--- config.mk ---
export PLATFORM = sky130hd
export DESIGN_NAME = mem_io_unit_flat
export DESIGN_NICKNAME = d
export VERILOG_FILES = /design/src/rtl/mem_io_unit_if.sv /design/src/rtl/mem_io_unit.sv /design/src/flat_wrapper.sv
export SDC_FILE = /design/constraint.sdc
export NUM_CORES = 1
export LEC_CHECK = 0
export ABC_CLOCK_PERIOD_IN_PS = 2900
export CORE_MARGIN = 4
export CORE_UTILIZATION = 35
export CTS_CLUSTER_SIZE = 25
export DETAILED_ROUTE_END_ITERATION = 12
export GPL_TIMING_DRIVEN = 0
export PLACE_DENSITY_LB_ADDON = 0.15
export SLEW_MARGIN = 30
export SYNTH_ARGS = -nofsm -noshare
export SYNTH_HDL_FRONTEND = slang
export SYNTH_SLANG_ARGS = --single-unit
export TNS_END_PERCENT = 20
--- constraint.sdc ---
create_clock -name clock -period 2.9 [get_ports clock]
set_input_delay 0.435 -clock clock [delete_from_list [all_inputs] [get_ports clock]]
set_output_delay 0.435 -clock clock [all_outputs]
set_load 0.005 [all_outputs]
--- src/rtl/mem_io_unit_if.sv ---
// Memory-stage request/response bundle between the pipeline and mem_io_unit.
// The pipeline side drives requests; the unit returns load data and the stall.
interface mem_io_unit_if;
    logic [16:0] address;
    logic [11:0] mem_write_data;
    logic        mem_rd;
    logic        mem_wr;
    logic [11:0] mem_read_data;
    logic        rd_valid;
    logic        mem_busy;

    modport master (
        output address, mem_write_data, mem_rd, mem_wr,
        input  mem_read_data, rd_valid, mem_busy
    );

    modport slave (
        input  address, mem_write_data, mem_rd, mem_wr,
        output mem_read_data, rd_valid, mem_busy
    );
endinterface

--- src/rtl/mem_io_unit.sv ---
// Memory-stage responder: routes one access to the 8-bit SRAM (page 0)
// or the 12-bit framebuffer (page 1), sequencing wait states and stalls.
module mem_io_unit #(
    parameter int unsigned WAIT_STATES = 2
) (
    input  logic          clock,
    input  logic          reset,
    mem_io_unit_if.slave  mem,
    output logic [15:0]   sram_addr,
    output logic [7:0]    sram_wdata,
    input  logic [7:0]    sram_rdata,
    output logic          sram_ce,
    output logic          sram_oe,
    output logic          sram_we,
    output logic [15:0]   fb_addr,
    output logic [11:0]   fb_wdata,
    input  logic [11:0]   fb_rdata,
    output logic          fb_re,
    output logic          fb_we
);
    typedef enum logic [2:0] {
        IDLE,
        SRAM_ACC,
        FB_ACC,
        FB_WAIT,
        DONE
    } state_e;

    state_e      state_q, state_d;
    logic [3:0]  cnt_q, cnt_d;
    logic [15:0] addr_q, addr_d;
    logic [11:0] wdata_q, wdata_d;
    logic        wr_q, wr_d;
    logic [11:0] rdata_q, rdata_d;
    logic        rdv_q, rdv_d;
    logic        ce_q, ce_d;
    logic        oe_q, oe_d;
    logic        we_q, we_d;
    logic        fre_q, fre_d;
    logic        fwe_q, fwe_d;
    logic        req;

    assign req = mem.mem_rd | mem.mem_wr;

    always_comb begin
        state_d = state_q;
        cnt_d   = cnt_q;
        addr_d  = addr_q;
        wdata_d = wdata_q;
        wr_d    = wr_q;
        rdata_d = rdata_q;
        unique case (state_q)
            IDLE: begin
                if (req) begin
                    addr_d  = mem.address[15:0];
                    wdata_d = mem.mem_write_data;
                    // rd+wr together is a write
                    wr_d    = mem.mem_wr;
                    cnt_d   = 4'(WAIT_STATES);
                    state_d = mem.address[16] ? FB_ACC : SRAM_ACC;
                end
            end
            SRAM_ACC: begin
                if (cnt_q == 4'd0) begin
                    state_d = DONE;
                    if (!wr_q) begin
                        rdata_d = {{4{sram_rdata[7]}}, sram_rdata};
                    end
                end else begin
                    cnt_d = cnt_q - 4'd1;
                end
            end
            FB_ACC: state_d = FB_WAIT;
            FB_WAIT: begin
                state_d = DONE;
                if (!wr_q) begin
                    rdata_d = fb_rdata;
                end
            end
            DONE:    state_d = IDLE;
            default: state_d = IDLE;
        endcase

        // Strobes follow the next state so they are glitch-free registers
        ce_d  = (state_d == SRAM_ACC);
        oe_d  = ce_d & ~wr_d;
        we_d  = ce_d & wr_d;
        fre_d = (state_d == FB_ACC) & ~wr_d;
        fwe_d = (state_d == FB_ACC) & wr_d;
        rdv_d = (state_d == DONE) & ~wr_d;
    end

    always_ff @(posedge clock) begin
        if (reset) begin
            state_q <= IDLE;
            cnt_q   <= 4'd0;
            addr_q  <= 16'd0;
            wdata_q <= 12'd0;
            wr_q    <= 1'b0;
            rdata_q <= 12'd0;
            rdv_q   <= 1'b0;
            ce_q    <= 1'b0;
            oe_q    <= 1'b0;
            we_q    <= 1'b0;
            fre_q   <= 1'b0;
            fwe_q   <= 1'b0;
        end else begin
            state_q <= state_d;
            cnt_q   <= cnt_d;
            addr_q  <= addr_d;
            wdata_q <= wdata_d;
            wr_q    <= wr_d;
            rdata_q <= rdata_d;
            rdv_q   <= rdv_d;
            ce_q    <= ce_d;
            oe_q    <= oe_d;
            we_q    <= we_d;
            fre_q   <= fre_d;
            fwe_q   <= fwe_d;
        end
    end

    assign mem.mem_busy = ~reset & (
        (state_q == SRAM_ACC) | (state_q == FB_ACC) |
        (state_q == FB_WAIT)  | ((state_q == IDLE) & req));

    assign mem.mem_read_data = rdata_q;
    assign mem.rd_valid      = rdv_q;

    assign sram_addr  = addr_q;
    assign sram_wdata = wdata_q[7:0];
    assign sram_ce    = ce_q;
    assign sram_oe    = oe_q;
    assign sram_we    = we_q;
    assign fb_addr    = addr_q;
    assign fb_wdata   = wdata_q;
    assign fb_re      = fre_q;
    assign fb_we      = fwe_q;
endmodule

--- src/flat_wrapper.sv ---
// flat-port wrapper written by rule: the top's interface ports become plain ports
module mem_io_unit_flat 
#(
    parameter int unsigned WAIT_STATES = 2
)
  (clock, reset, sram_addr, sram_wdata, sram_rdata, sram_ce, sram_oe, sram_we, fb_addr, fb_wdata, fb_rdata, fb_re, fb_we, mem_address, mem_mem_write_data, mem_mem_rd, mem_mem_wr, mem_mem_read_data, mem_rd_valid, mem_mem_busy);
  mem_io_unit_if mem_i ();
  input  logic clock;
  input  logic reset;
  output logic [15:0] sram_addr;
  output logic [7:0] sram_wdata;
  input  logic [7:0] sram_rdata;
  output logic sram_ce;
  output logic sram_oe;
  output logic sram_we;
  output logic [15:0] fb_addr;
  output logic [11:0] fb_wdata;
  input  logic [11:0] fb_rdata;
  output logic fb_re;
  output logic fb_we;
  input wire logic [$bits(mem_i.address)-1:0] mem_address;
  input wire logic [$bits(mem_i.mem_write_data)-1:0] mem_mem_write_data;
  input wire logic [$bits(mem_i.mem_rd)-1:0] mem_mem_rd;
  input wire logic [$bits(mem_i.mem_wr)-1:0] mem_mem_wr;
  output wire logic [$bits(mem_i.mem_read_data)-1:0] mem_mem_read_data;
  output wire logic [$bits(mem_i.rd_valid)-1:0] mem_rd_valid;
  output wire logic [$bits(mem_i.mem_busy)-1:0] mem_mem_busy;
  assign mem_i.address = mem_address;
  assign mem_i.mem_write_data = mem_mem_write_data;
  assign mem_i.mem_rd = mem_mem_rd;
  assign mem_i.mem_wr = mem_mem_wr;
  assign mem_mem_read_data = mem_i.mem_read_data;
  assign mem_rd_valid = mem_i.rd_valid;
  assign mem_mem_busy = mem_i.mem_busy;
  mem_io_unit #(.WAIT_STATES(WAIT_STATES)) u_core (.clock(clock), .reset(reset), .mem(mem_i), .sram_addr(sram_addr), .sram_wdata(sram_wdata), .sram_rdata(sram_rdata), .sram_ce(sram_ce), .sram_oe(sram_oe), .sram_we(sram_we), .fb_addr(fb_addr), .fb_wdata(fb_wdata), .fb_rdata(fb_rdata), .fb_re(fb_re), .fb_we(fb_we));
endmodule
==> results of run 1 <==
## logic make-up (layout without fill, tap and decap cells)
family / Yosys count / in the layout / share of synthesized area
flops: 54 / 54 / 0.435
buf+inv: 58 / 188 / 0.130
fa+ha+maj: 2 / 2 / 0.0101
simple gates: 72 / 72 / 0.163
compound gates: 96 / 96 / 0.235
mux: 7 / 7 / 0.0282
## layout make-up
| type | instances | area, um2 | area share |
|---|---|---|---|
| repair buffers | 122 | 1220 | 0.310 |
| multi-input cells | 177 | 1080 | 0.275 |
| flip-flops and latches | 54 | 1080 | 0.275 |
| plain buffers | 49 | 289 | 0.0735 |
| well taps | 96 | 120 | 0.0305 |
| clock buffers | 7 | 76.3 | 0.0194 |
| inverters | 9 | 33.8 | 0.00859 |
| clock inverters | 1 | 30.0 | 0.00763 |
## worst register-to-register path: cells and delay by family (launching register included)
| family | cells | cell delay (ns) |
|---|---|---|
| adder cells (fa/ha/maj) | 1 | 0.20 |
| flip-flops | 1 | 0.35 |
| AND/OR/NAND/NOR | 3 | 0.90 |
| buffers and inverters | 2 | 0.43 |
## registers in the layout, summed over array words and instances (netlist names)
signal / count
u_core.fb_addr: 16
u_core.fb_wdata: 12
u_core.mem.mem_read_data: 12
u_core.cnt_q: 4
u_core.state_q: 3
u_core.fb_re: 1
u_core.fb_we: 1
u_core.mem.rd_valid: 1
u_core.sram_ce: 1
u_core.sram_oe: 1
u_core.sram_we: 1
u_core.wr_q: 1
## where the power goes
part	switching, mW	total, mW	internal (mW)
registers	0.0633	0.903	0.840
logic	0.351	0.825	0.475
clock network	0.246	0.505	0.259
total	0.660	2.23	1.57
## per-stage QoR
stage	worst slack [ns]	utilization	instances
2_1_floorplan	1.34	-	289
3_3_place_gp	0.226	0.560	507
3_5_place_dp	0.289	0.560	507
4_1_cts	0.264	0.576	515
5_1_grt	0.140	0.576	515
6_report	0.284	0.576	515
## metal layers
layer	part of all wire	vias to the layer above	GRT usage
li1	-	1275	-
met1	0.44	1186	0.209
met2	0.50	70	0.281
met3	0.056	8	0.0361
met4	0.0087	0	0.0371
met5	0	-	0
## cell usage after synthesis, types with 7 or more instances
cell / instances / area (um2)
sky130_fd_sc_hd__o221ai_1: 8 / 70.1
sky130_fd_sc_hd__a221oi_1: 7 / 61.3
sky130_fd_sc_hd__mux2i_1: 7 / 70.1
sky130_fd_sc_hd__a21oi_1: 37 / 185
sky130_fd_sc_hd__clkbuf_1: 17 / 63.8
sky130_fd_sc_hd__dfxtp_1: 54 / 1080
sky130_fd_sc_hd__nand3_1: 30 / 150
sky130_fd_sc_hd__o21ai_0: 31 / 155
sky130_fd_sc_hd__buf_4: 26 / 195
sky130_fd_sc_hd__nor2_1: 9 / 33.8
sky130_fd_sc_hd__inv_1: 9 / 33.8
sky130_fd_sc_hd__or2_2: 8 / 50.1
## worst paths after layout
path	from	to	slack, ns	depth (start not counted)
worst max-delay path	mem_mem_wr	mem_mem_busy	0.28	5
worst min-delay path	u_core.mem.mem_read_data[10]$_SDFFE_PP0P_	u_core.mem.mem_read_data[10]$_SDFFE_PP0P_	0.47	2
worst max register to register	u_core.cnt_q[0]$_SDFFE_PP0P_	u_core.mem.rd_valid$_SDFF_PP0_	0.94	6
worst min register to register	u_core.mem.mem_read_data[10]$_SDFFE_PP0P_	u_core.mem.mem_read_data[10]$_SDFFE_PP0P_	0.47	2
## cells in the final DEF, fill, tap and decap left out, types with 2 or more instances in the layout
master | Yosys | routed
sky130_fd_sc_hd__a21oi_1 | 37 | 37
sky130_fd_sc_hd__a221oi_1 | 7 | 7
sky130_fd_sc_hd__a22oi_1 | 2 | 2
sky130_fd_sc_hd__buf_2 | 6 | 6
sky130_fd_sc_hd__buf_4 | 26 | 26
sky130_fd_sc_hd__clkbuf_1 | 17 | 19
sky130_fd_sc_hd__clkbuf_8 | 0 | 5
sky130_fd_sc_hd__clkdlybuf4s50_1 | 0 | 122
sky130_fd_sc_hd__dfxtp_1 | 54 | 54
sky130_fd_sc_hd__ha_1 | 2 | 2
sky130_fd_sc_hd__inv_1 | 9 | 9
sky130_fd_sc_hd__mux2i_1 | 7 | 7
sky130_fd_sc_hd__nand2_1 | 5 | 5
sky130_fd_sc_hd__nand3_1 | 30 | 30
sky130_fd_sc_hd__nor2_1 | 9 | 9
sky130_fd_sc_hd__nor3_1 | 5 | 5
sky130_fd_sc_hd__nor3b_1 | 2 | 2
sky130_fd_sc_hd__nor4_1 | 2 | 2
sky130_fd_sc_hd__o21a_1 | 3 | 3
sky130_fd_sc_hd__o21ai_0 | 31 | 31
sky130_fd_sc_hd__o221ai_1 | 8 | 8
sky130_fd_sc_hd__or2_2 | 8 | 8
==> results.md, run 1 <==
- The sum of negative setup slack is 0 ns.
- The distinct cell type count after synthesis is 39.
- The cell seen most often among critical-path stages is sky130_fd_sc_hd__clkdlybuf4s50_1.
- The count of boundary I/O pins is 124.
- Power comes to 2.23 mW.
- The area growth from synthesis to layout is 58.2%.
- The global router's overall resource usage is 0.164.
- The cell area power density is 568 nW/um2.
- The instance area after placement is 3830 um2.
- The clock tree skew after final layout is 0.00585 ns.
- The fraction of the yosys area taken by sequential cells is 0.435.
- For this design, the CTS-stage hold fixing added 0 buffers.
- The count of inserted antenna diode cells is 0.
- The post-cts gate resize count is 0.
- The TritonCTS clock tree is done.
- In the routed design, unresolved DRC markers number 0.
- The post-route minimum period is 2.62 ns.
- The buffers plus inverters on the worst setup path is 3.
- The worst path arrival time is 2.18 ns.
- The number of warnings printed during yosys synthesis is 0.
- The per-cell routed wire length is 14.1 um.
- The number of endpoints with negative hold slack in the final report is 0.
- In the final layout, the share of cells above drive strength 1 is 0.124.
- After synthesis the cells add up to 2490 um2.
- The count of maximum capacitance violations is 0.
- Of all nets on the critical path, the largest fanout is 10.
- The first-pass GRT wire length is 11500 um.
- Synthesis produced 289 cells.
- The worst relative slew slack is 0.527.
- The data required time at the worst endpoint is 2.47 ns.
- STA classifies the critical path endpoint as an output port.
- Counting flops with an async set or reset pin after synthesis yields a share of 0.
- The share of the clock period used by the worst path after layout is 0.902.
- Dividing the detail-routed via count by the number of cells gives 4.93.
- The maximum vdd drop is 0.361 mV.
- The number of synthesized flops with an enable pin is 0.
- The routability congestion estimate is 0.765.
- The final count of negative-setup-slack endpoints is 0.
- The number of placement rows is 30.
- The x dimension of the die is 92.3 um.
- The H-tree was split into 2 levels.
- The worst hold slack is 0.473 ns.
- The kind of critical path is input port to output port.
- In this run, the number of DRC markers left after iteration 0 of detailed routing was 75.
- Fill cells in the final layout number 643.
- The via count is 2539.
- The clock-pin slew reported for the worst setup and hold paths after clock tree synthesis is 0.09 ns.
- Entering global routing, the biggest net connects 16 pins.
- The max-slew violation total from the final report came to 0.
- Once the clock tree was built, the setup fixing pass inserted 0 buffers.
- The largest single stage delay on the critical path is 0.56 ns.
- Setup repair after global routing left no endpoint under its margin.
- No sink is reached through more buffers than the 2 on the longest clock path.
- Counting flops and latches in the post-synthesis netlist gives 54.
- Dividing the synthesized area by the synthesized cell count gives 8.60 um2.
- Once layout is done, the placed cells without fillers occupy 3930 um2.
- For the pin with the worst max-slew slack, the measured transition is 0.707 ns.
- The net count after synthesis is 344.
- The standard cell core area is 6830 um2.
- The number of global-route vias before repair was 2420.
- The count of input and output buffers is 122.
- The number of nets in the layout is 473.
- Summed over all cells, the static leakage comes to 1.46 nW.
- The die is 92.3 um tall.
- The achievable frequency is 382 MHz.
- The slowest cell on the critical path is sky130_fd_sc_hd__clkdlybuf4s50_1.
- The floorplan die area is 8520 um2.
- Counting every sink on the clock net gives 54.
- The cell chosen for the clock root is sky130_fd_sc_hd__clkbuf_8.
- STA classifies the critical path startpoint as an input port.
- The signal on the critical path passes through clkdlybuf4s50_1, nor2_1, clkbuf_1, a211oi_1, clkdlybuf4s50_1.
- For this block, the routed nets add up to 7260 um of wire.
- The pre-antenna-repair detailed-routing pass consisted of 4 iterations.
- The worst hold path belongs to the class register to register.
- The most used flip-flop cell after synthesis is sky130_fd_sc_hd__dfxtp_1.
- The initial antenna violation count is 0.
- The half-perimeter wire length of the detailed placement result is 5440 um.
- The number of nets with antenna violations after routing is 0.
- The total global routing overflow is 0.
- The run finished with clean final reports.
- The category of cells accounting for the largest share of critical-path delay is buffers and inverters.
- The clock latency on the worst-skew pair is 0.30 ns.
- The total clock buffers created by CTS is 5.
- The initial utilization of the core area, before any placement, comes to 0.364.
No activity file was read; power rests on OpenSTA's default activity.
==> run 2, diff against run 1 <==
--- a/config.mk
+++ b/config.mk
@@ -10,7 +10,6 @@
 export CORE_UTILIZATION = 35
 export CTS_CLUSTER_SIZE = 25
 export DETAILED_ROUTE_END_ITERATION = 12
-export GPL_TIMING_DRIVEN = 0
 export PLACE_DENSITY_LB_ADDON = 0.15
 export SLEW_MARGIN = 30
 export SYNTH_ARGS = -nofsm -noshare
==> results.md, run 2 (synthesis results as in run 1) <==
- The worst hold-check path type is register to register (unchanged).
- The total clock buffers created by CTS is 5 (unchanged).
- The post-route minimum period was 2.48 ns (was 2.62 ns).
- The area growth from synthesis to layout is 47.9% (was 58.2%).
- The data required time at the worst endpoint is 2.47 ns (about the same).
- The worst hold slack was 0.471 ns (was 0.473 ns).
- The slowest cell on the critical path is sky130_fd_sc_hd__dfxtp_1 (was sky130_fd_sc_hd__clkdlybuf4s50_1).
- The biggest cell delay along the critical path is 0.74 ns (was 0.56 ns).
- The global router's overall resource usage is 0.154 (was 0.164).
- The power share of the combinational group is 0.358 (was 0.369).
- The slew at the pin closest to its max-slew limit is 0.877 ns (was 0.707 ns).
- The count of inserted antenna diode cells is 0 (unchanged).
- The switching part of the total power is 0.300 (was 0.295).
- The clock-pin slew reported for the worst setup and hold paths after clock tree synthesis is 0.09 ns (about the same).
- The clock tree skew after final layout is 0.00625 ns (was 0.00585 ns).
- The achievable frequency is 404 MHz (was 382 MHz).
- The pin count of the biggest net entering global routing was 45 (was 16).
- The cell total after placement was 464 (was 507).
- Most used cells in the layout excluding fill and tap cells: sky130_fd_sc_hd__clkdlybuf4s50_1, sky130_fd_sc_hd__dfxtp_1, sky130_fd_sc_hd__a21oi_1, sky130_fd_sc_hd__o21ai_0, sky130_fd_sc_hd__nand3_1 (unchanged).
- The maximum clock insertion buffer count is 2 (unchanged).
- The total global routing overflow came to 0 (unchanged).
- The number of levels in the clock H-tree is 2 (unchanged).
- The sink count of the clock tree is 54 (unchanged).
- Setup repair after global routing missed its margin: false (unchanged).
- The standard cell core area is 6830 um2 (unchanged).
- The count of input and output buffers is 123 (was 122).
- The number of nets in the layout is 430 (was 473).
- Cell Chain, Critical Path: nor2_1, a211oi_1, clkdlybuf4s50_1 (was clkdlybuf4s50_1, nor2_1, clkbuf_1, a211oi_1, clkdlybuf4s50_1).
- The per-cell routed wire length is 14.7 um (was 14.1 um).
- The count of boundary I/O pins is 124 (unchanged).
- The number of hold buffers added after cts is 0 (unchanged).
- The highest fanout seen on the critical path came to 21 (was 10).
- The detailed router's first-iteration violation count is 143 (was 75).
- The power dissipated by switching net loads came to 620 uW (was 660 uW).
- The share of the clock period used by the worst path after layout came to 0.853 (was 0.902).
- The category of the worst setup path launch point is a register (was input port).
- The kind of critical path is register to output port (was input port to output port).
- The post-cts gate resize count is 0 (unchanged).
- The number of endpoints with negative hold slack in the final report came to 0 (unchanged).
- The routability congestion estimate is 0.784 (was 0.765).
- The half-perimeter wire length of the detailed placement result came to 4860 um (was 5440 um).
- The worst path arrival time is 2.04 ns (was 2.18 ns).
- The initial antenna violation count was 0 (unchanged).
- The number of global-route vias before repair is 2278 (was 2420).
- The clock network fraction of total power is 0.196 (was 0.226).
- The height of the chip is 92.3 um (unchanged).
- The sequential power share is 0.446 (was 0.404).
- The final instance count without filler cells is 470 (was 515).
- The TritonCTS clock tree was done (unchanged).
- The initial core utilization is 0.364 (unchanged).
- The leakage dissipation is 1.30 nW (was 1.46 nW).
- The internal power is 1.45 mW (was 1.57 mW).
- The cell area power density is 562 nW/um2 (was 568 nW/um2).
- The sum of negative setup slack is 0 ns (unchanged).
- The final count of negative-setup-slack endpoints is 0 (unchanged).
- The total routed wirelength is 6910 um (was 7260 um).
- The via count was 2385 (was 2539).
- The post-CTS setup buffer count is 0 (unchanged).
- The cell chosen for the clock root is sky130_fd_sc_hd__clkbuf_8 (unchanged).
- The number of nets with antenna violations after routing is 0 (unchanged).
- The worst relative slew slack is 0.415 (was 0.527).
- The endpoint kind of the worst setup timing path is an output port (unchanged).
- The flip-flop count of the largest register, all copies and words added was 16 (unchanged).
- The count of maximum capacitance violations is 0 (unchanged).
- The average vias per placed instance is 5.07 (was 4.93).
- The number of detailed-routing iterations run before antenna repair was 4 (unchanged).
- The clock latency on the worst-skew pair was 0.29 ns (was 0.30 ns).
- The floorplan die area is 8520 um2 (unchanged).
- The first-pass GRT wire length is 10900 um (was 11500 um).
- The proportion of layout cells with a drive suffix above 1 came to 0.0722 (was 0.124).
- The number of placement rows is 30 (unchanged).
- The post-route DRC violation count was 0 (unchanged).
- The x dimension of the die is 92.3 um (unchanged).
- The maximum vdd drop is 0.298 mV (was 0.361 mV).
- The most common cell after layout, fill and taps aside was sky130_fd_sc_hd__clkdlybuf4s50_1 (unchanged).
- Run status: completed (unchanged).
- The max-slew violation total from the final report is 0 (unchanged).
## run 2: layout make-up
type                       count  area (um2)
fill                         692        3160
timing repair buffer         128        1270
multi-input combinational    177        1090
sequential                    54        1080
tap                           96         120
clock buffer                   6        82.6
inverter                       9        33.8
## run 2: per-layer routing
layer / up-vias / part of all wire / routed length [um] / global-route usage
li1: 1190 / - / - / -
met1: 1113 / 0.44 / 3030 / 0.195
met2: 75 / 0.49 / 3420 / 0.264
met3: 7 / 0.058 / 400 / 0.0353
met4: 0 / 0.0090 / 62 / 0.0359
met5: - / 0 / 0 / 0
## run 2: power groups by stage
| stage | combinational (mW) | sequential, mW | clock (mW) |
|---|---|---|---|
| floorplan | 0.411 | 0.919 | 0 |
| global placement | 0.738 | 0.936 | 0 |
| detailed placement | 0.747 | 0.938 | 0 |
| CTS | 0.750 | 0.922 | 0.422 |
| global route | 0.812 | 0.938 | 0.452 |
| finish | 0.741 | 0.920 | 0.405 |
## run 2: critical path: cells and delay by family (launching register included)
family                 cells  cell delay, ns
AOI/OAI and AO/OA          1            0.27
buffers and inverters      1            0.55
DFF                        1            0.74
and+or+nand+nor            1            0.19
## run 2: final timing paths
check / start / endpoint / slack (ns) / cells after the start
worst max-delay path: u_core.state_q[1]$_SDFF_PP0_ / mem_mem_busy / 0.42 / 3
worst min-delay path: u_core.mem.mem_read_data[10]$_SDFFE_PP0P_ / u_core.mem.mem_read_data[10]$_SDFFE_PP0P_ / 0.47 / 2
worst max register to register: u_core.state_q[1]$_SDFF_PP0_ / u_core.cnt_q[1]$_SDFFE_PP0P_ / 0.86 / 3
worst min register to register: u_core.mem.mem_read_data[10]$_SDFFE_PP0P_ / u_core.mem.mem_read_data[10]$_SDFFE_PP0P_ / 0.47 / 2
## run 2: through the flow
step / util / power, mW / setup WS (ns) / area (um2)
detailed placement: 0.526 / 1.69 / 0.613 / 3590
global placement: 0.526 / 1.67 / 0.600 / 3590
finish: 0.538 / 2.07 / 0.425 / 3680
floorplan: - / 1.33 / 1.34 / 2490
global route: 0.538 / 2.20 / 0.235 / 3680
CTS: 0.538 / 2.09 / 0.421 / 3680
==> run 3, diff against run 2 <==
--- a/config.mk
+++ b/config.mk
@@ -5,6 +5,7 @@
 export SDC_FILE = /design/constraint.sdc
 export NUM_CORES = 1
 export LEC_CHECK = 0
+export ABC_AREA = 1
 export ABC_CLOCK_PERIOD_IN_PS = 2900
 export CORE_MARGIN = 4
 export CORE_UTILIZATION = 35
==> results.md, run 3 <==
- Run status: completed (unchanged).
- The clock tree skew after final layout is 0.00555 ns (was 0.00625 ns).
- The proportion of layout cells with a drive suffix above 1 is 0.0394 (was 0.0722).
- The number of endpoints with negative hold slack in the final report is 0 (unchanged).
- The sink count of the clock tree is 54 (unchanged).
- The critical register-to-register path endpoint is u_core.fb_wdata[7]$_SDFFE_PP0P_ (was u_core.cnt_q[1]$_SDFFE_PP0P_).
- The total global routing overflow is 0 (unchanged).
- The final instance count without filler cells came to 528 (was 470).
- Largest cells by area after synthesis: sky130_fd_sc_hd__dfxtp_1, sky130_fd_sc_hd__nand2_1, sky130_fd_sc_hd__inv_1 (was sky130_fd_sc_hd__dfxtp_1, sky130_fd_sc_hd__buf_4, sky130_fd_sc_hd__a21oi_1).
- The maximum clock insertion buffer count is 2 (unchanged).
- Most used cells in the layout excluding fill and tap cells: sky130_fd_sc_hd__clkdlybuf4s50_1, sky130_fd_sc_hd__nand2_1, sky130_fd_sc_hd__dfxtp_1, sky130_fd_sc_hd__inv_1, sky130_fd_sc_hd__nor2_1 (was sky130_fd_sc_hd__clkdlybuf4s50_1, sky130_fd_sc_hd__dfxtp_1, sky130_fd_sc_hd__a21oi_1, sky130_fd_sc_hd__o21ai_0, sky130_fd_sc_hd__nand3_1).
- The number of cells traversed by the worst hold path was 2 (unchanged).
- The TritonCTS clock tree is done (unchanged).
- The number of global-route vias before repair is 2026 (was 2278).
- The sum of negative setup slack is 0 ns (unchanged).
- The worst setup slack after placement is 0.698 ns (was 0.613 ns).
- The maximum vdd drop is 0.211 mV (was 0.298 mV).
- The number of nets in the layout came to 487 (was 430).
- The kind of critical path was register to output port (unchanged).
- The post-cts gate resize count came to 0 (unchanged).
- The worst hold slack is 0.447 ns (was 0.471 ns).
- The initial antenna violation count is 0 (unchanged).
- The wire length on met1 was 2700 um (was 3030 um).
- The uppermost signal routing layer after detailed routing is met4 (unchanged).
- The per-cell routed wire length is 11.3 um (was 14.7 um).
- The highest fanout seen on the critical path was 10 (was 21).
- The half-perimeter wire length of the detailed placement result came to 4530 um (was 4860 um).
- The post-CTS setup buffer count is 0 (unchanged).
- The endpoint kind of the worst setup timing path is an output port (unchanged).
- The average vias per placed instance is 4.33 (was 5.07).
- The number of placement rows was 30 (unchanged).
- The synthesized area divided by synthesized cell count is 7.25 um2 (was 8.60 um2).
- The max-slew violation total from the final report was 0 (unchanged).
- The count of inserted antenna diode cells was 0 (unchanged).
- The final worst-path setup slack is 0.618 ns (was 0.425 ns).
- The cell chosen for the clock root is sky130_fd_sc_hd__clkbuf_8 (unchanged).
- The x dimension of the die is 91.8 um (was 92.3 um).
- The mapped cell area is 2460 um2 (was 2490 um2).
- The height of the chip is 91.8 um (was 92.3 um).
- The worst path arrival time is 1.85 ns (was 2.04 ns).
- The proportion of netlist area held by the largest area contributor is 0.440 (was 0.435).
- The slew at the pin closest to its max-slew limit is 0.400 ns (was 0.877 ns).
- The count of boundary I/O pins is 124 (unchanged).
- The worst hold-check path type is register to register (unchanged).
- The share of the clock period used by the worst path after layout is 0.787 (was 0.853).
- Setup repair after global routing missed its margin: false (unchanged).
- The met2 routed wirelength is 2730 um (was 3420 um).
- The number of detailed-routing iterations run before antenna repair is 4 (unchanged).
- The leakage dissipation is 1.59 nW (was 1.30 nW).
- The critical register-to-register path startpoint is u_core.state_q[1]$_SDFF_PP0_ (unchanged).
- The data required time at the worst endpoint is 2.47 ns (about the same).
- The path depth of the worst reg2reg path is 5 (was 3).
- The total area of sequential cells was 1080 um2 (unchanged).
- The cell total after placement is 521 (was 464).
- The number of warnings printed during yosys synthesis came to 0 (unchanged).
- The post-route total power came to 2.30 mW (was 2.07 mW).
- The routability congestion estimate is 0.789 (was 0.784).
- The number of synthesized flops with an enable pin is 0 (unchanged).
- The worst min-delay path endpoint is u_core.fb_wdata[10]$_SDFFE_PP0P_ (was u_core.mem.mem_read_data[10]$_SDFFE_PP0P_).
- The net count after synthesis was 394 (was 344).
- The multi-input gate area in the final layout is 888 um2 (was 1090 um2).
- The wire length on met3 came to 486 um (was 400 um).
- The fraction of the yosys area taken by sequential cells is 0.440 (was 0.435).
- The distinct cell type count after synthesis came to 21 (was 39).
- The clock latency on the worst-skew pair is 0.30 ns (was 0.29 ns).
- The count of mapped cells out of synthesis is 339 (was 289).
- The pin count of the biggest net entering global routing is 41 (was 45).
- The standard cell core area is 6790 um2 (was 6830 um2).
- The global router's overall resource usage is 0.138 (was 0.154).
- The area of all placed cells without fillers came to 3660 um2 (was 3680 um2).
- The most common cell after layout, fill and taps aside was sky130_fd_sc_hd__clkdlybuf4s50_1 (unchanged).
- The achievable frequency came to 438 MHz (was 404 MHz).
- Most used standard cells in the synthesized netlist: sky130_fd_sc_hd__nand2_1, sky130_fd_sc_hd__dfxtp_1, sky130_fd_sc_hd__inv_1 (was sky130_fd_sc_hd__dfxtp_1, sky130_fd_sc_hd__a21oi_1, sky130_fd_sc_hd__o21ai_0).
- The first-pass GRT wire length was 9430 um (was 10900 um).
- The flip-flop count of the largest register, all copies and words added is 16 (unchanged).
- The clock-pin slew reported for the worst setup and hold paths after clock tree synthesis is 0.09 ns (about the same).
- The number of levels in the clock H-tree is 2 (unchanged).
- The category of the worst setup path launch point is a register (unchanged).
- The number of hold buffers added after cts was 0 (unchanged).
- The flip-flop cell with the highest count after synthesis is sky130_fd_sc_hd__dfxtp_1 (unchanged).
- The area growth from synthesis to layout is 48.9% (was 47.9%).
- The most common cell in the netlist is sky130_fd_sc_hd__nand2_1 (was sky130_fd_sc_hd__dfxtp_1).
- The count of input and output buffers is 123 (unchanged).
- The floorplan die area is 8430 um2 (was 8520 um2).
- The via count is 2284 (was 2385).
- The number of nets with antenna violations after routing is 0 (unchanged).
- The register bit total from synthesis came to 54 (unchanged).
- The final count of negative-setup-slack endpoints is 0 (unchanged).
- The post-route DRC violation count is 0 (unchanged).
- The total clock buffers created by CTS is 5 (unchanged).
- The utilization of the core after routing is 0.538 (about the same).
- The post-route minimum period came to 2.28 ns (was 2.48 ns).
- The cell area power density is 629 nW/um2 (was 562 nW/um2).
- The leading area contributor after synthesis is sky130_fd_sc_hd__dfxtp_1 (unchanged).
- The slack of the worst reg-to-reg path is 1.26 ns (was 0.86 ns).
- The total routed wirelength is 5990 um (was 6910 um).
- The worst relative slew slack came to 0.733 (was 0.415).
- The instance area after placement is 3550 um2 (was 3590 um2).
- The hold path startpoint was u_core.fb_wdata[10]$_SDFFE_PP0P_ (was u_core.mem.mem_read_data[10]$_SDFFE_PP0P_).
- The filler cell count was 672 (was 692).
- The post-synthesis async set-or-reset flop share is 0 (unchanged).
- The count of maximum capacitance violations is 0 (unchanged).
- The initial core utilization is 0.362 (was 0.364).
- The detailed router's first-iteration violation count was 58 (was 143).
run 3: cell types whose count changed after synthesis, moves of 8 or more:
cell                       previous run  this run
sky130_fd_sc_hd__nand2_1              5        61
sky130_fd_sc_hd__inv_1                9        52
sky130_fd_sc_hd__nor2_1               9        39
sky130_fd_sc_hd__nand3_1             30        17
sky130_fd_sc_hd__o221ai_1             8         0
sky130_fd_sc_hd__or2_2                8         0
sky130_fd_sc_hd__clkbuf_1            17         7
run 3: report_power, final:
part	internal (mW)	switching, mW	total, mW
sequential	0.873	0.0884	0.962
combinational	0.466	0.359	0.824
clock	0.277	0.239	0.515
run 3: layout make-up:
cell class                      instances  share of cell area
Clock inverter                          1             0.00821
Timing Repair Buffer                  126               0.343
Multi-Input combinational cell        191               0.243
Clock buffer                            6              0.0226
Sequential cell                        54               0.295
Tap cell                               96              0.0328
Inverter                               54              0.0554
run 3: kinds of logic (layout without fill, tap and decap cells):
family,Yosys count,count (layout),synth area share
AOI/OAI and AO/OA,64,64,0.133
adders and majority gates,2,2,0.0102
buffers and inverters,94,187,0.199
DFF,54,54,0.440
and+or+nand+nor,125,125,0.218
run 3: per-layer routing:
layer | global-route usage | vias to the layer above
met4 | 0.0371 | 0
met5 | 0 | -
met1 | 0.169 | 986
met3 | 0.0451 | 6
met2 | 0.231 | 85
li1 | - | 1207
run 3: worst max path at each step:
stage,startpoint,to,slack [ns],cells after the start
floorplan,reset,mem_mem_busy,1.65,2
global placement,reset,mem_mem_busy,0.68,3
detailed placement,reset,mem_mem_busy,0.70,3
CTS,u_core.state_q[1]$_SDFF_PP0_,mem_mem_busy,0.59,3
global route,u_core.state_q[1]$_SDFF_PP0_,mem_mem_busy,0.52,3
finish,u_core.state_q[1]$_SDFF_PP0_,mem_mem_busy,0.62,3
run 3: worst max-delay path, stage by stage (launching register included):
cell and delay, ns:
sky130_fd_sc_hd__dfxtp_1 0.57, sky130_fd_sc_hd__inv_1 0.14, sky130_fd_sc_hd__a311oi_1 0.29, sky130_fd_sc_hd__clkdlybuf4s50_1 0.55
